File: src/rtl/cpu_mem_pkg.sv
// Shared definitions for the CPU data-port controller: I/O map and FSM state type.
package cpu_mem_pkg;

    // First I/O address; RAM occupies 0 .. IO_BASE-1
    localparam logic [14:0] IO_BASE = 15'h6000;

    // I/O register offsets relative to IO_BASE
    localparam logic [14:0] IO_SW  = 15'd0;
    localparam logic [14:0] IO_LED = 15'd1;
    localparam logic [14:0] IO_CYC = 15'd2;

    typedef enum logic {
        IDLE,
        RD_VALID
    } dmem_state_t;

endpackage

File: src/rtl/mmio_regs.sv
// Memory-mapped I/O block: synchronised switch input, LED register and a
// free-running 16-bit cycle counter, selected by offset from the I/O base.
module mmio_regs
    import cpu_mem_pkg::*;
#(
    parameter int unsigned SYNC_STAGES = 2,
    parameter int unsigned LED_W       = 4
) (
    input  logic              clk,
    input  logic              resetN,
    input  logic [14:0]       offset,
    input  logic              we,
    input  logic [LED_W-1:0]  wdata,
    input  logic [3:0]        sw,
    output logic [15:0]       rdata,
    output logic [LED_W-1:0]  leds
);

    logic [SYNC_STAGES-1:0][3:0] sync_q;
    logic [LED_W-1:0]            leds_q;
    logic [15:0]                 cyc_q;

    // Switch synchronizer: stage 0 samples the pins, the last stage is read
    always_ff @(posedge clk) begin
        if (!resetN) begin
            sync_q <= '0;
        end else begin
            sync_q <= {sync_q[SYNC_STAGES-2:0], sw};
        end
    end

    // LED register, loaded by a write to its offset
    always_ff @(posedge clk) begin
        if (!resetN) begin
            leds_q <= '0;
        end else if (we && (offset == IO_LED)) begin
            leds_q <= wdata;
        end
    end

    // Free-running cycle counter; wraps naturally and keeps counting during stalls
    always_ff @(posedge clk) begin
        if (!resetN) begin
            cyc_q <= '0;
        end else begin
            cyc_q <= cyc_q + 16'd1;
        end
    end

    // Read mux; unmapped offsets read as zero
    always_comb begin
        rdata = '0;
        case (offset)
            IO_SW:   rdata = {12'h000, sync_q[SYNC_STAGES-1]};
            IO_LED:  rdata = 16'(leds_q);
            IO_CYC:  rdata = cyc_q;
            default: rdata = '0;
        endcase
    end

    assign leds = leds_q;

endmodule

File: src/rtl/data_mem_ctrl.sv
// CPU data-port responder: decodes RAM vs I/O, stalls the CPU for the one-cycle
// latency of the synchronous data RAM and muxes read data back onto in_m.
module data_mem_ctrl
    import cpu_mem_pkg::*;
#(
    parameter logic [14:0] IO_BASE     = cpu_mem_pkg::IO_BASE,
    parameter int unsigned SYNC_STAGES = 2,
    parameter int unsigned LED_W       = 4
) (
    input  logic              clk,
    input  logic              resetN,
    input  logic [14:0]       data_addr,
    input  logic              read_m,
    input  logic              write_m,
    input  logic [15:0]       out_m,
    output logic [15:0]       in_m,
    output logic              stall,
    output logic [14:0]       ram_addr,
    output logic              ram_we,
    output logic [15:0]       ram_wdata,
    input  logic [15:0]       ram_rdata,
    input  logic [3:0]        SW,
    output logic [LED_W-1:0]  leds
);

    dmem_state_t state_q;
    logic        is_ram;
    logic [14:0] io_offset;
    logic [15:0] io_rdata;
    logic        io_we;

    assign is_ram    = (data_addr < IO_BASE);
    // Only meaningful when is_ram is low; RAM addresses wrap here but are never used
    assign io_offset = data_addr - IO_BASE;
    assign io_we     = write_m && !is_ram;

    // RAM port follows the CPU address directly; the CPU holds it across the stall
    assign ram_addr  = data_addr;
    assign ram_wdata = out_m;
    assign ram_we    = write_m && is_ram;

    // Stall only on the first cycle of a RAM read; no path from read data
    assign stall = resetN && (state_q == IDLE) && read_m && is_ram;

    // Read FSM: one RD_VALID cycle after each stalled RAM read
    always_ff @(posedge clk) begin
        if (!resetN) begin
            state_q <= IDLE;
        end else begin
            case (state_q)
                IDLE: begin
                    if (read_m && is_ram) begin
                        state_q <= RD_VALID;
                    end
                end
                RD_VALID: state_q <= IDLE;
                default:  state_q <= IDLE;
            endcase
        end
    end

    // Read data: RAM data in RD_VALID, I/O data combinationally, zero otherwise
    always_comb begin
        in_m = '0;
        if (!resetN) begin
            in_m = '0;
        end else if (state_q == RD_VALID) begin
            in_m = ram_rdata;
        end else if (read_m && !is_ram) begin
            in_m = io_rdata;
        end
    end

    mmio_regs #(
        .SYNC_STAGES (SYNC_STAGES),
        .LED_W       (LED_W)
    ) u_mmio_regs (
        .clk    (clk),
        .resetN (resetN),
        .offset (io_offset),
        .we     (io_we),
        .wdata  (out_m[LED_W-1:0]),
        .sw     (SW),
        .rdata  (io_rdata),
        .leds   (leds)
    );

endmodule

File: config.mk
export PLATFORM = sky130hd
export DESIGN_NAME = data_mem_ctrl
export DESIGN_NICKNAME = d
export VERILOG_FILES = /design/src/rtl/cpu_mem_pkg.sv /design/src/rtl/mmio_regs.sv /design/src/rtl/data_mem_ctrl.sv
export SDC_FILE = /design/constraint.sdc
export NUM_CORES = 1
export LEC_CHECK = 0
export CAP_MARGIN = 20
export CORE_UTILIZATION = 33
export CTS_CLUSTER_DIAMETER = 100
export CTS_CLUSTER_SIZE = 20
export DETAILED_ROUTE_END_ITERATION = 12
export PLACE_DENSITY = 0.87
export SETUP_SLACK_MARGIN = 0.4
export SYNTH_ARGS = -nofsm -noshare
export SYNTH_HDL_FRONTEND = slang
export SYNTH_SLANG_ARGS = --single-unit
File: constraint.sdc
create_clock -name clk -period 1.7 [get_ports clk]
set_input_delay 0.34 -clock clk [delete_from_list [all_inputs] [get_ports clk]]
set_output_delay 0.34 -clock clk [all_outputs]
set_load 0.02 [all_outputs]
### Word-level counts from Yosys, hierarchy flattened

Cells that the tools add are included.

* register bits after elaboration: 29
* input bits: 55
* output and inout port bits: 53
* word-level logic and storage cells: 27

* add/subtract/negate cells: 2
* order comparisons: 1
* eq/ne operators: 2
* multiplexer cells: 6
* bitwise operators: 1
* reductions and logical operators: 10

Operators by type and width (number)
* two-way mux 16 bit: 3
* case mux 16 bit (3 select lines): 1
* adder 16 x 1 -> 16 bit (second input constant): 1
* == test 15 x 1 -> 1 bit (second input constant): 1
* == test 15 x 2 -> 1 bit (second input constant): 1
* zero test 15 bit: 1
* < comparator 15 bit (second input constant): 1
* subtractor 15 bit (second input constant): 1
* logical AND 1 bit: 8
* case mux 1 bit (2 select lines): 1
* zero test 1 bit: 1
* two-way mux 1 bit: 1
* inverter 1 bit: 1

### Depth between registers and ports, before layout

* word-level depth: 6
* gate-level depth with buffers: 6
* depth with buffers taken out: 5

### Cells and area by module

A second synthesis with hierarchy kept.

* cells, all modules: 241
* area, all modules: 2043.2 µm²

Modules (own cells, without submodules)
* mmio_regs: instances 1, cells an instance 147, area each 1348.8 µm², sequential area each 560.5 µm²
* data_mem_ctrl: instances 1, cells an instance 94, area each 694.4 µm², sequential area each 20.0 µm²

### Worst setup path after synthesis

No wires, ideal clock.

* path type: input port to output port
* start: input data_addr[13]
* end: output in_m[10]
* arrival: 1.672 ns
* required time: 1.360 ns
* path slack: -0.312 ns
* cell stages on the path: 6
* buffers on the path: 1
* cells stage by stage: ha_1 nor4b_1 and4_1 buf_2 a32oi_1 nor2_1

* longest elaborated chain between the ends: 6
* elaborated cells on any way between the ends: 11
* those cells by class: 1 x add/sub; 1 x order compare; 2 x eq/ne; 4 x mux; 3 x reduce/logical

Ends and longest elaborated chain
* start, declared: RTL line data_mem_ctrl.sv:12 `input logic [14:0] data_addr,`
* subtractor 15 bit or < comparator 15 bit (tied branches): RTL line data_mem_ctrl.sv:34, data_mem_ctrl.sv:32
* == test 15 x 2 -> 1 bit, or another cell as far along: RTL line mmio_regs.sv:53 `case (offset)`
* case mux 16 bit (3 select lines) or logical AND 1 bit (tied branches): RTL line mmio_regs.sv:53, data_mem_ctrl.sv:69
* two-way mux 16 bit *: RTL line data_mem_ctrl.sv:69 `end else if (read_m && !is_ram) begin`
* two-way mux 16 bit *: RTL line data_mem_ctrl.sv:67 `end else if (state_q == RD_VALID) begin`
* two-way mux 16 bit *: RTL line data_mem_ctrl.sv:65 `if (!resetN) begin`
* end, declared: RTL line data_mem_ctrl.sv:16 `output logic [15:0] in_m,`

Every way passes the cells marked *; elsewhere a longest branch is shown, timed or not.

### Final worst setup path

* start: input data_addr[6]
* end: output in_m[4]

The elaborated chain is that of the path after synthesis.

==> run_results.csv <==
group,metric,value,unit
place,port_buffers,83,
place,place_hpwl,3701,µm
critical_path,worstPathRequired,1.36,ns
layout,antenna_cells,0,
die,die_area,5491,µm²
sta,skew,0.006809,ns
layout,area_growth,82.93,%
layout,fin_util,0.6472,
die,io_pins,108,
sta,fin_crit_sh,1.235,
logic_synthesis,yosysSeqAreaShare,0.3384,
place,post-place-ws,-1.313,ns
global_route,grt_max_degree,22,
logic_synthesis,synth-seq-cells,29,
critical_path,critical_path.top_delay_family,"simple AND/OR/NAND/NOR gates",
sta,maxSlewViolCount,0,
place,place_congestion,0.8123,
clock_tree,cts_hold_buf,0,
sta,final.setup.worst_slack,-0.3999,ns
die,coreArea,4848,µm²
die,die_height,74.10,µm
logic_synthesis,ys_warn_count,0,
clock_tree,cts_inserted_buffers,5,
logic_synthesis,synthesis.area,1715,µm²
logic_synthesis,async_flop_share,0,
run_status,status,"complete, but fails checks",
run_status,failed_checks,"setup timing",
place,dp_cells,344,
sta,clock.fmax,0.4762,GHz
critical_path,cp-start-kind,"primary input",
drt,wl_per_cell,15.85,µm
drt,drc,0,
sta,grt_setup_unrepaired,"true",
layout,stdcell_count,368,
drt,vias,1843,
logic_synthesis,ys_types,35,
flow_run,drv_cap,0,
power_and_ir_drop,ir_drop,0.3465,mV
sta,holdWs,0.4250,ns
clock_tree,cts_buffer_depth,2,
logic_synthesis,ys.flop_type,"dfxtp_1",
critical_path,worstPathMaxFanout,7,
sta,worst_pin_slew,0.3208,ns
sta,fin_crit,2.100,ns
drt,ant_nets,0,
drt,finalWirelength,5833,µm
global_route,grt_pass1_vias,1755,
clock_tree,insertion_delay,0.28,ns
clock_tree,clk_root_buffer_cell,"clkbuf_8",
power_and_ir_drop,p_leak,0.001356,µW
die,die_width,74.10,µm
drt,viasPerCell,5.008,
global_route,grt_overflow_total,0,
layout,drive_gt1_frac,0.5116,
logic_synthesis,synth-edff-count,0,
critical_path,crit_type,"primary input to output pin",
clock_tree,cts_tree,"built",
sta,hold_violations,0,
clock_tree,cts_sinks,29,
global_route,grt_pass1_wl,8473,µm
drt,drt_pass1_iterations,4,
logic_synthesis,synth_nets,260,
drt,drt_iter0_drc,84,
global_route,antenna_found_initial,0,
critical_path,critical_path.cell_chain,"dlygate4sd2_1 > nor4b_4 > and4_4 > a32oi_1 > nor2_2 > buf_4",
global_route,grt_usage,0.2055,
layout,nNetsFinal,357,
critical_path,cp_slowest_cell,"and4_4",
layout,fill_cells,364,
sta,slew-limit-headroom,0.7833,
logic_synthesis,synthCells,203,
critical_path,cp_num_buf_inv,2,
clock_tree,cts.clk_slew.worst_paths,0.07,ns
worst_hold_path,hold_class,"flip-flop to flip-flop",
power_and_ir_drop,p_per_area,555.1,nW/µm²
die,rows,25,
die,initial_core_util,0.3538,
power_and_ir_drop,p_total,1742,µW
critical_path,slowest_delay,0.36,ns
clock_tree,htree_levels,2,
sta,setup_violations,16,
logic_synthesis,syn_avg_cell_area,8.450,µm²
critical_path,cp_data_arrival_time,1.76,ns
critical_path,setup.worst_path.end_class,"output pin",
-- stage by stage --
stage / setup TNS [ns] / instance area (µm²)
finish: -5.356 / 3138
global route: -6.374 / 3138
CTS: -5.250 / 3048
detailed placement: -26.67 / 2683
global placement: -24.75 / 2683
floorplan: -1.736 / 1799
-- flip-flops by register name (all words and copies together), names as in the netlist --
register            flops
u_mmio_regs.cyc_q      16
u_mmio_regs.leds        4
state_q                 1
u_mmio_regs.sync_q      8
-- path summary, 6_finish.rpt --
kind                                       startpoint               endpoint  slack, ns  cells after the start
worst max-delay path                     data_addr[6]                in_m[4]      -0.40                      6
worst min-delay path            u_mmio_regs.sync_q[1]  u_mmio_regs.sync_q[5]       0.43                      1
worst max register to register   u_mmio_regs.cyc_q[1]  u_mmio_regs.cyc_q[14]       0.28                      6
worst min register to register  u_mmio_regs.sync_q[1]  u_mmio_regs.sync_q[5]       0.43                      1
-- report_power, final --
| group | internal, µW | switching (µW) | total [µW] |
|---|---|---|---|
| registers | 696 | 9.17 | 706 |
| clock network | 365 | 267 | 632 |
| logic | 216 | 188 | 404 |
| total | 1280 | 464 | 1740 |
-- layout by cell type (no fill, tap or decap), types with 5 or more instances in the layout --
| cell type | synthesis | layout |
|---|---|---|
| mux2i_1 | 8 | 8 |
| buf_4 | 31 | 38 |
| nand4_1 | 5 | 5 |
| dfxtp_2 | 0 | 12 |
| dlygate4sd2_1 | 0 | 18 |
| clkdlybuf4s15_1 | 0 | 5 |
| nand2_1 | 16 | 15 |
| nor2_1 | 29 | 15 |
| a32oi_2 | 0 | 8 |
| dfxtp_1 | 29 | 16 |
| clkbuf_2 | 2 | 5 |
| xor2_1 | 6 | 6 |
| clkdlybuf4s50_1 | 0 | 20 |
| buf_6 | 0 | 34 |
| and2_1 | 11 | 10 |
| xnor2_1 | 7 | 7 |
| clkdlybuf4s15_2 | 0 | 5 |
| clkbuf_8 | 0 | 7 |
| nor2_2 | 0 | 13 |
-- logic make-up (layout without fill, tap and decap cells) --
kind of cell | after synthesis | in the layout | synth area share
simple gates | 83 | 84 | 0.2567
buf+inv | 45 | 142 | 0.1699
flops | 29 | 29 | 0.3384
compound gates | 23 | 23 | 0.1072
xor+xnor | 13 | 13 | 0.06638
mux | 8 | 8 | 0.04668
fa+ha+maj | 2 | 2 | 0.01459
-- layout make-up --
cell class,count,area [µm²],area share
multi-input combinational,130,1122,0.3577
clock inverter,1,5.005,0.001595
timing repair buffer,131,1220,0.3888
tap,67,83.83,0.02671
inverter,3,11.26,0.003589
sequential,29,599.3,0.1910
clock buffer,7,96.34,0.03070
-- what timing repair did --
| item | CTS | global route |
|---|---|---|
| buffers inserted | 10 | 4 |
| setup endpoints to repair | 50 | 41 |
| gates cloned | 2 | 0 |
| pin swaps | 24 | 15 |
| gates resized for setup | 255 | 30 |
-- cells in the mapped netlist, types with 4 or more instances --
cell / instances / share of area
and2_1: 11 / 0.040
xor2_1: 6 / 0.031
nand4_1: 5 / 0.018
nand2_1: 16 / 0.035
buf_4: 31 / 0.14
xnor2_1: 7 / 0.036
clkbuf_1: 5 / 0.011
nor2_1: 29 / 0.063
nor4_1: 4 / 0.015
a32o_1: 4 / 0.023
mux2i_1: 8 / 0.047
o21ai_0: 4 / 0.012
dfxtp_1: 29 / 0.34
a32oi_1: 12 / 0.061
-- routing by layer --
layer  part of all wire  global-route usage  routed length (µm)
met5                  0                   0                   0
met4              0.020             0.06197                 119
met1               0.40              0.2324                2308
met2               0.51              0.3808                3003
met3              0.069             0.04743                 402
Power figures use the tool's default switching activity.
